$ cat src/rtl/spi_sensor_responder.sv
// Sensor-side SPI responder: oversampled SCLK/CS_b/MOSI, 16-bit command in, 16-bit result out two frames later.
// Optional macro SPI_RESP_CHIPID_EN turns register 63 into a read-only chip ID.
module spi_sensor_responder #(
  parameter int         REG_COUNT   = 64,
  parameter logic [7:0] CHIP_ID     = 8'd4,
  parameter int         SYNC_STAGES = 2
) (
  input  logic        clk,
  input  logic        reset,
  input  logic        sclk,
  input  logic        cs_b,
  input  logic        mosi,
  output logic        miso,
  input  logic [15:0] conv_data,
  output logic        conv_req,
  output logic [5:0]  conv_channel,
  output logic [15:0] frame_count,
  output logic [7:0]  error_count
);

  // state | meaning
  // IDLE  | waiting for cs_b falling edge
  // SHIFT | frame in progress, shifting command in and result out
  // EXEC  | one-cycle decode, register update and pipeline advance
  typedef enum logic [1:0] {ST_IDLE, ST_SHIFT, ST_EXEC} state_t;

  localparam int AW = (REG_COUNT > 1) ? $clog2(REG_COUNT) : 1;
`ifdef SPI_RESP_CHIPID_EN
  localparam bit RO63 = 1'b1;
`else
  localparam bit RO63 = 1'b0;
`endif

  logic [SYNC_STAGES-1:0] sclk_sync, cs_sync, mosi_sync;
  logic                   sclk_q, cs_q;
  logic                   sclk_s, cs_s, mosi_s;
  logic                   sclk_rise, sclk_fall, cs_rise, cs_fall;

  state_t      state, state_nxt;
  logic        exec;
  logic [4:0]  bit_cnt;
  logic [15:0] cmd, shifter, slot1, slot2, result;
  logic [7:0]  regs [REG_COUNT];
  logic [7:0]  rd_val;
  logic [5:0]  cmd_addr;
  logic        addr_ok, wr_en, clr_en;

  always_ff @(posedge clk or negedge reset) begin
    if (!reset) begin
      sclk_sync <= '0;
      cs_sync   <= '1;
      mosi_sync <= '0;
      sclk_q    <= 1'b0;
      cs_q      <= 1'b1;
    end else begin
      sclk_sync <= {sclk_sync[SYNC_STAGES-2:0], sclk};
      cs_sync   <= {cs_sync[SYNC_STAGES-2:0], cs_b};
      mosi_sync <= {mosi_sync[SYNC_STAGES-2:0], mosi};
      sclk_q    <= sclk_s;
      cs_q      <= cs_s;
    end
  end

  assign sclk_s    = sclk_sync[SYNC_STAGES-1];
  assign cs_s      = cs_sync[SYNC_STAGES-1];
  assign mosi_s    = mosi_sync[SYNC_STAGES-1];
  assign sclk_rise = sclk_s & ~sclk_q;
  assign sclk_fall = ~sclk_s & sclk_q;
  assign cs_rise   = cs_s & ~cs_q;
  assign cs_fall   = ~cs_s & cs_q;

  always_ff @(posedge clk or negedge reset) begin
    if (!reset) state <= ST_IDLE;
    else        state <= state_nxt;
  end

  always_comb begin
    state_nxt = state;
    case (state)
      ST_IDLE:  if (cs_fall) state_nxt = ST_SHIFT;
      ST_SHIFT: if (cs_rise) state_nxt = (bit_cnt == 5'd16) ? ST_EXEC : ST_IDLE;
      ST_EXEC:  state_nxt = ST_IDLE;
      default:  state_nxt = ST_IDLE;
    endcase
  end

  always_comb begin
    exec     = (state == ST_EXEC);
    conv_req = exec && (cmd[15:14] == 2'b00);
  end

  // bit_cnt parks at 17 once a frame has overrun, so the cs_b rise flags it as an error
  always_ff @(posedge clk or negedge reset) begin
    if (!reset) begin
      bit_cnt <= 5'd0;
      cmd     <= 16'h0000;
      shifter <= 16'h0000;
      miso    <= 1'b0;
    end else begin
      case (state)
        ST_IDLE: begin
          if (cs_fall) begin
            shifter <= slot2;
            miso    <= slot2[15];
            bit_cnt <= 5'd0;
          end
        end
        ST_SHIFT: begin
          if (sclk_rise) begin
            if (bit_cnt < 5'd16)  cmd     <= {cmd[14:0], mosi_s};
            if (bit_cnt != 5'd17) bit_cnt <= bit_cnt + 5'd1;
          end
          if (sclk_fall) begin
            shifter <= {shifter[14:0], 1'b0};
            miso    <= shifter[14];
          end
          if (cs_rise && bit_cnt != 5'd16) miso <= 1'b0;
        end
        ST_EXEC: miso <= 1'b0;
        default: miso <= 1'b0;
      endcase
    end
  end

  assign cmd_addr = cmd[13:8];
  assign addr_ok  = int'(cmd_addr) < REG_COUNT;
  assign wr_en    = exec && (cmd[15:14] == 2'b10) && addr_ok && !(RO63 && cmd_addr == 6'd63);
  assign clr_en   = exec && (cmd == 16'h6A00);

  always_comb begin
    rd_val = 8'h00;
    if (addr_ok) rd_val = regs[cmd_addr[AW-1:0]];
    if (RO63 && cmd_addr == 6'd63) rd_val = CHIP_ID;
  end

  always_comb begin
    result = 16'hFFFF;
    case (cmd[15:14])
      2'b00: result = conv_data;
      2'b01: if (cmd == 16'h5500 || cmd == 16'h6A00) result = 16'h0000;
      2'b10: result = {8'hFF, cmd[7:0]};
      2'b11: result = {8'h00, rd_val};
      default: result = 16'hFFFF;
    endcase
  end

  always_ff @(posedge clk or negedge reset) begin
    if (!reset) begin
      for (int i = 0; i < REG_COUNT; i++) regs[i] <= 8'h00;
    end else if (clr_en) begin
      for (int i = 0; i < REG_COUNT; i++) begin
        if (!(RO63 && i == 63)) regs[i] <= 8'h00;
      end
    end else if (wr_en) begin
      regs[cmd_addr[AW-1:0]] <= cmd[7:0];
    end
  end

  // conv_channel is updated as the frame closes so it is already valid while conv_req is high
  always_ff @(posedge clk or negedge reset) begin
    if (!reset) begin
      slot1        <= 16'h0000;
      slot2        <= 16'h0000;
      frame_count  <= 16'h0000;
      error_count  <= 8'h00;
      conv_channel <= 6'd0;
    end else begin
      if (exec) begin
        slot1       <= result;
        slot2       <= slot1;
        frame_count <= frame_count + 16'd1;
      end
      if (state == ST_SHIFT && cs_rise) begin
        if (bit_cnt == 5'd16) begin
          if (cmd[15:14] == 2'b00) conv_channel <= cmd[13:8];
        end else if (error_count != 8'hFF) begin
          error_count <= error_count + 8'd1;
        end
      end
    end
  end

endmodule

$ cat config.mk
export PLATFORM = sky130hd
export DESIGN_NAME = spi_sensor_responder
export DESIGN_NICKNAME = d
export VERILOG_FILES = /design/src/rtl/spi_sensor_responder.sv
export SDC_FILE = /design/constraint.sdc
export NUM_CORES = 1
export LEC_CHECK = 0
export ABC_AREA = 1
export CELL_PAD_IN_SITES_DETAIL_PLACEMENT = 1
export CELL_PAD_IN_SITES_GLOBAL_PLACEMENT = 1
export CORE_MARGIN = 10
export CORE_UTILIZATION = 48
export DETAILED_ROUTE_END_ITERATION = 7
export GPL_TIMING_DRIVEN = 0
export PLACE_DENSITY_LB_ADDON = 0.2
export SLEW_MARGIN = 10
export SYNTH_ARGS = -nofsm -noshare
export SYNTH_HDL_FRONTEND = slang
export SYNTH_SLANG_ARGS = --single-unit
$ cat constraint.sdc
create_clock -name clk -period 2.9 [get_ports clk]
set_clock_uncertainty 0.1 [all_clocks]
set_input_delay 0.58 -clock clk [delete_from_list [all_inputs] [get_ports clk]]
set_output_delay 0.58 -clock clk [all_outputs]
set_load 0.05 [all_outputs]
==> run_results.csv <==
group,metric,value,unit
placed_design,dp_hpwl,82200,um
clock_tree,cts_buffers,71,
global_route,grtUsageTotal,33.3,%
flow_run,max_cap_violations,0,
logic_synthesis,synth_top_family_by_area,"simple AND/OR/NAND/NOR gates",
cells_and_area,fin_cells,4479,
sta,min_period_over_period,106,%
global_route,grt_pass1_vias,28700,
setup_path,rr_endpoint,"slot1[1]$_DFFE_PN0P_",
logic_synthesis,yosysSeqAreaShare,54.1,%
setup_path,cp_num_cells,14,
sta,timing.fmax,0.327,GHz
cells_and_area,area_growth,15.8,%
logic_synthesis,avgSynthCellArea,8.19,um2
cells_and_area,nNetsFinal,3675,
routing,first_iter_violations,2429,
worst_hold_path,hold_path.class,"flip-flop to flip-flop",
logic_synthesis,async_flop_share,100,%
logic_synthesis,ys_warn_count,0,
setup_path,critical_path_arrival,3480,ps
logic_synthesis,synth_nets,3533,
cells_and_area,post-route-util,56.3,%
setup_path,rr_startpoint,"cmd[8]$_DFFE_PN0P_",
floorplan,initial_utilization,48.6,%
worst_hold_path,hold_depth,0,
logic_synthesis,synth_cell_types,36,
logic_synthesis,synth_top_area_share,53.8,%
floorplan,dieWidth,265,um
placed_design,gp_congestion,1.01,
status,failed_checks,"negative setup slack",
sta,worst_pin_slew,1200,ps
routing,vias,27200,
global_route,grt_overflow,0,
clock_tree,clk_latency,630,ps
cells_and_area,drive_gt1_share,8.45,%
floorplan,core,59100,um2
setup_path,path_class,"flip-flop to flip-flop",
placed_design,port_buffers,52,
logic_synthesis,yosysTopAreaCell,"dfrtp_1",
floorplan,dieHeight,265,um
power,p_per_area,809,nW/um2
global_route,grt_max_degree,115,
setup_path,critical_path_buf_inv_count,3,
floorplan,die_area,70000,um2
routing,routedWlPerCell,26.6,um
logic_synthesis,synth_area_leaders,"dfrtp_1 54%, nand2_1 13%, o22ai_1 11%",
logic_synthesis,muxShareOfSynthArea,0.0392,%
setup_path,worstSetupStartpoint,"cmd[8]$_DFFE_PN0P_",
logic_synthesis,ys.flop_type,"dfrtp_1",
routing,drcViolationCount,0,
sta,hold_viol,0,
routing,top_layer,"met5",
logic_synthesis,synth-edff-count,0,
routing,wl_met2,54500,um
clock_tree,clk_pin_slew,60,ps
logic_synthesis,synth_cells,3507,
setup_path,critPathTopFamily,"simple AND/OR/NAND/NOR gates",
routing,wl,119000,um
logic_synthesis,synth-seq-cells,621,
logic_synthesis,synth_xor_area_share,0.671,%
setup_path,crit_required,3310,ps
logic_synthesis,synth_compound_area_share,14.2,%
cells_and_area,regArea,15500,um2
status,status,"finished with violations",
cells_and_area,fillers,7070,
logic_synthesis,synth_area,28700,um2
floorplan,fp-row-count,89,
sta,relSlewSlack,19.9,%
setup_path,cpMaxStageDelayCell,"dfrtp_1",
global_route,antenna_found_initial,5,
routing,vias_per_cell,6.08,
setup_path,slowest_delay,410,ps
setup_path,cpMostUsedCell,"nand2_1",
routing,postRouteAntennaNets,0,
routing,wl_met1,47000,um
setup_path,r2r_cells,14,
power,power_leakage,0.0168,uW
setup_path,endpoint,"slot1[1]$_DFFE_PN0P_",
logic_synthesis,synthSimpleGateAreaFrac,20.6,%
placed_design,pre_cts_slack,-877,ps
sta,drv_slew,0,
cells_and_area,antenna_cells,0,
setup_path,critPathCaptureType,"flip-flop",
placed_design,dp.cells,4338,
clock_tree,cts_root_buf,"clkbuf_16",
cells_and_area,multi_input_area,10400,um2
sta,finalWorstSetupSlack,-162,ps
setup_path,worstPathCellList,"buf_6 > buf_2 > clkbuf_4 > nand2_1 > nand3_1 > nand2_1 > o21ai_1 > nand2_1 > nor2_2 > nand2_1 > nand2_1 > nand2_1 > nand2_1 > nand2_1",
sta,grt_setup_unrepaired,"yes",
routing,first_pass_iters,6,
clock_tree,cts_sinks,621,
clock_tree,cts.path.max_buffers,3,
sta,setup_violations,12,
sta,fin_crit,3060,ps
routing,dr_wl_met3,10800,um
floorplan,ios,53,
setup_path,path_max_fanout,10,
clock_tree,h-tree-depth,3,
setup_path,rrSetupSlack,-160,ps
power,ir_drop,0.428,mV
global_route,grt_pass1_wl,178000,um
clock_tree,cts_tree,"built",
setup_path,critPathLaunchType,"flip-flop",
logic_synthesis,synthAdderAreaFrac,0.218,%
[power breakdown]
group | total (uW) | switching (uW) | internal (uW)
Clock | 9410 | 3800 | 5610
Sequential | 9050 | 169 | 8880
Combinational | 8450 | 6710 | 1740
[cells by family after synthesis]
family,after synthesis
simple gates,1420
fa+ha+maj,5
mux,1
xor+xnor,22
buf+inv,765
compound gates,673
flops,621
[layout by cell type (no fill, tap or decap), drive strengths merged]
cell type      instances
nand2                993
dfrtp                618
inv                  579
o22ai                495
nand3                271
clkbuf               251
o21ai                133
nor2                 117
buf                   64
clkdlybuf4s50         50
o211ai                28
nand4                 20
xor2                  14
a21oi                 13
clkinv                13
nor3                  10
xnor2                  8
or2                    7
ha                     5
bufinv                 4
a31oi                  3
dfstp                  3
clkinvlp               2
nor4                   2
mux2                   1
a32oi                  1
dlygate4sd3            1
[worst register-to-register path, cell delays in order, from the launching register on]
cell	delay, ps
dfrtp_1	410
buf_6	230
buf_2	230
clkbuf_4	290
nand2_1	80
nand3_1	100
nand2_1	100
o21ai_1	370
nand2_1	210
nor2_2	270
nand2_1	180
nand2_1	110
nand2_1	120
nand2_1	90
nand2_1	50
[per-stage QoR]
| stage | power [uW] | cell area, um2 | hold slack [ps] | TNS [ps] |
|---|---|---|---|---|
| 2_1_floorplan | 13200 | 28700 | 184 | 0 |
| 6_report | 26900 | 33300 | 261 | -269 |
| 3_5_place_dp | 16900 | 30400 | 245 | -164830 |
| 3_3_place_gp | 16700 | 30200 | 244 | - |
| 4_1_cts | 26500 | 33000 | 262 | -240 |
| 5_1_grt | 27700 | 33300 | 264 | -649 |
[state kept, by name (all words and copies together), names as in the netlist, 5 cells and up]
name and count:
frame_count 16, conv_channel 6, shifter 15, regs 512, bit_cnt 5, slot2 16, cmd 16, error_count 8
slot1 16
[Yosys cell counts (10+ instances only)]
master,number
nand3_1,270
clkbuf_1,129
nand2_1,980
o211ai_1,28
nand2_2,13
inv_1,574
o22ai_1,495
xor2_1,14
nand4_2,10
nand4_1,10
nor2_1,113
a21oi_1,13
buf_2,41
dfrtp_1,618
o21ai_0,124
[what timing repair did]
item / CTS / global route
buffers inserted: 0 / 10
resized for setup: 119 / 76
cloned: 0 / 0
endpoints found under the hold margin: 69 / 0
pin swaps: 0 / 5
hold buffers: 1 / 0
endpoints found under the setup margin: 518 / 347
[layer usage]
layer / up-vias / track usage [%]
li1: 11700 / -
met1: 13800 / 42.0
met2: 1295 / 52.7
met3: 363 / 8.02
met4: 6 / 17.8
met5: - / 0
[area by class of cell]
class                           instances  area share, %
Buffer                                184           2.87
Clock inverter                         17          0.602
Multi-Input combinational cell       2121           31.3
Timing Repair Buffer                   69           2.40
Inverter                              581           6.58
Sequential cell                       621           46.7
Tap cell                              773           2.91
Clock buffer                          113           6.67
[worst min path at each step]
stage / startpoint / end / slack, ps
after detailed placement: mosi_sync[0]$_DFF_PN0_ / mosi_sync[1]$_DFF_PN0_ / 240
after global placement: sclk_sync[0]$_DFF_PN0_ / sclk_sync[1]$_DFF_PN0_ / 240
after CTS: cs_sync[0]$_DFF_PN1_ / cs_sync[1]$_DFF_PN1_ / 260
after floorplan: reset / bit_cnt[0]$_DFFE_PN0P_ / 180
after global routing: cs_sync[0]$_DFF_PN1_ / cs_sync[1]$_DFF_PN1_ / 260
final: cs_sync[0]$_DFF_PN1_ / cs_sync[1]$_DFF_PN1_ / 260
(Power assumes the default switching activity.)
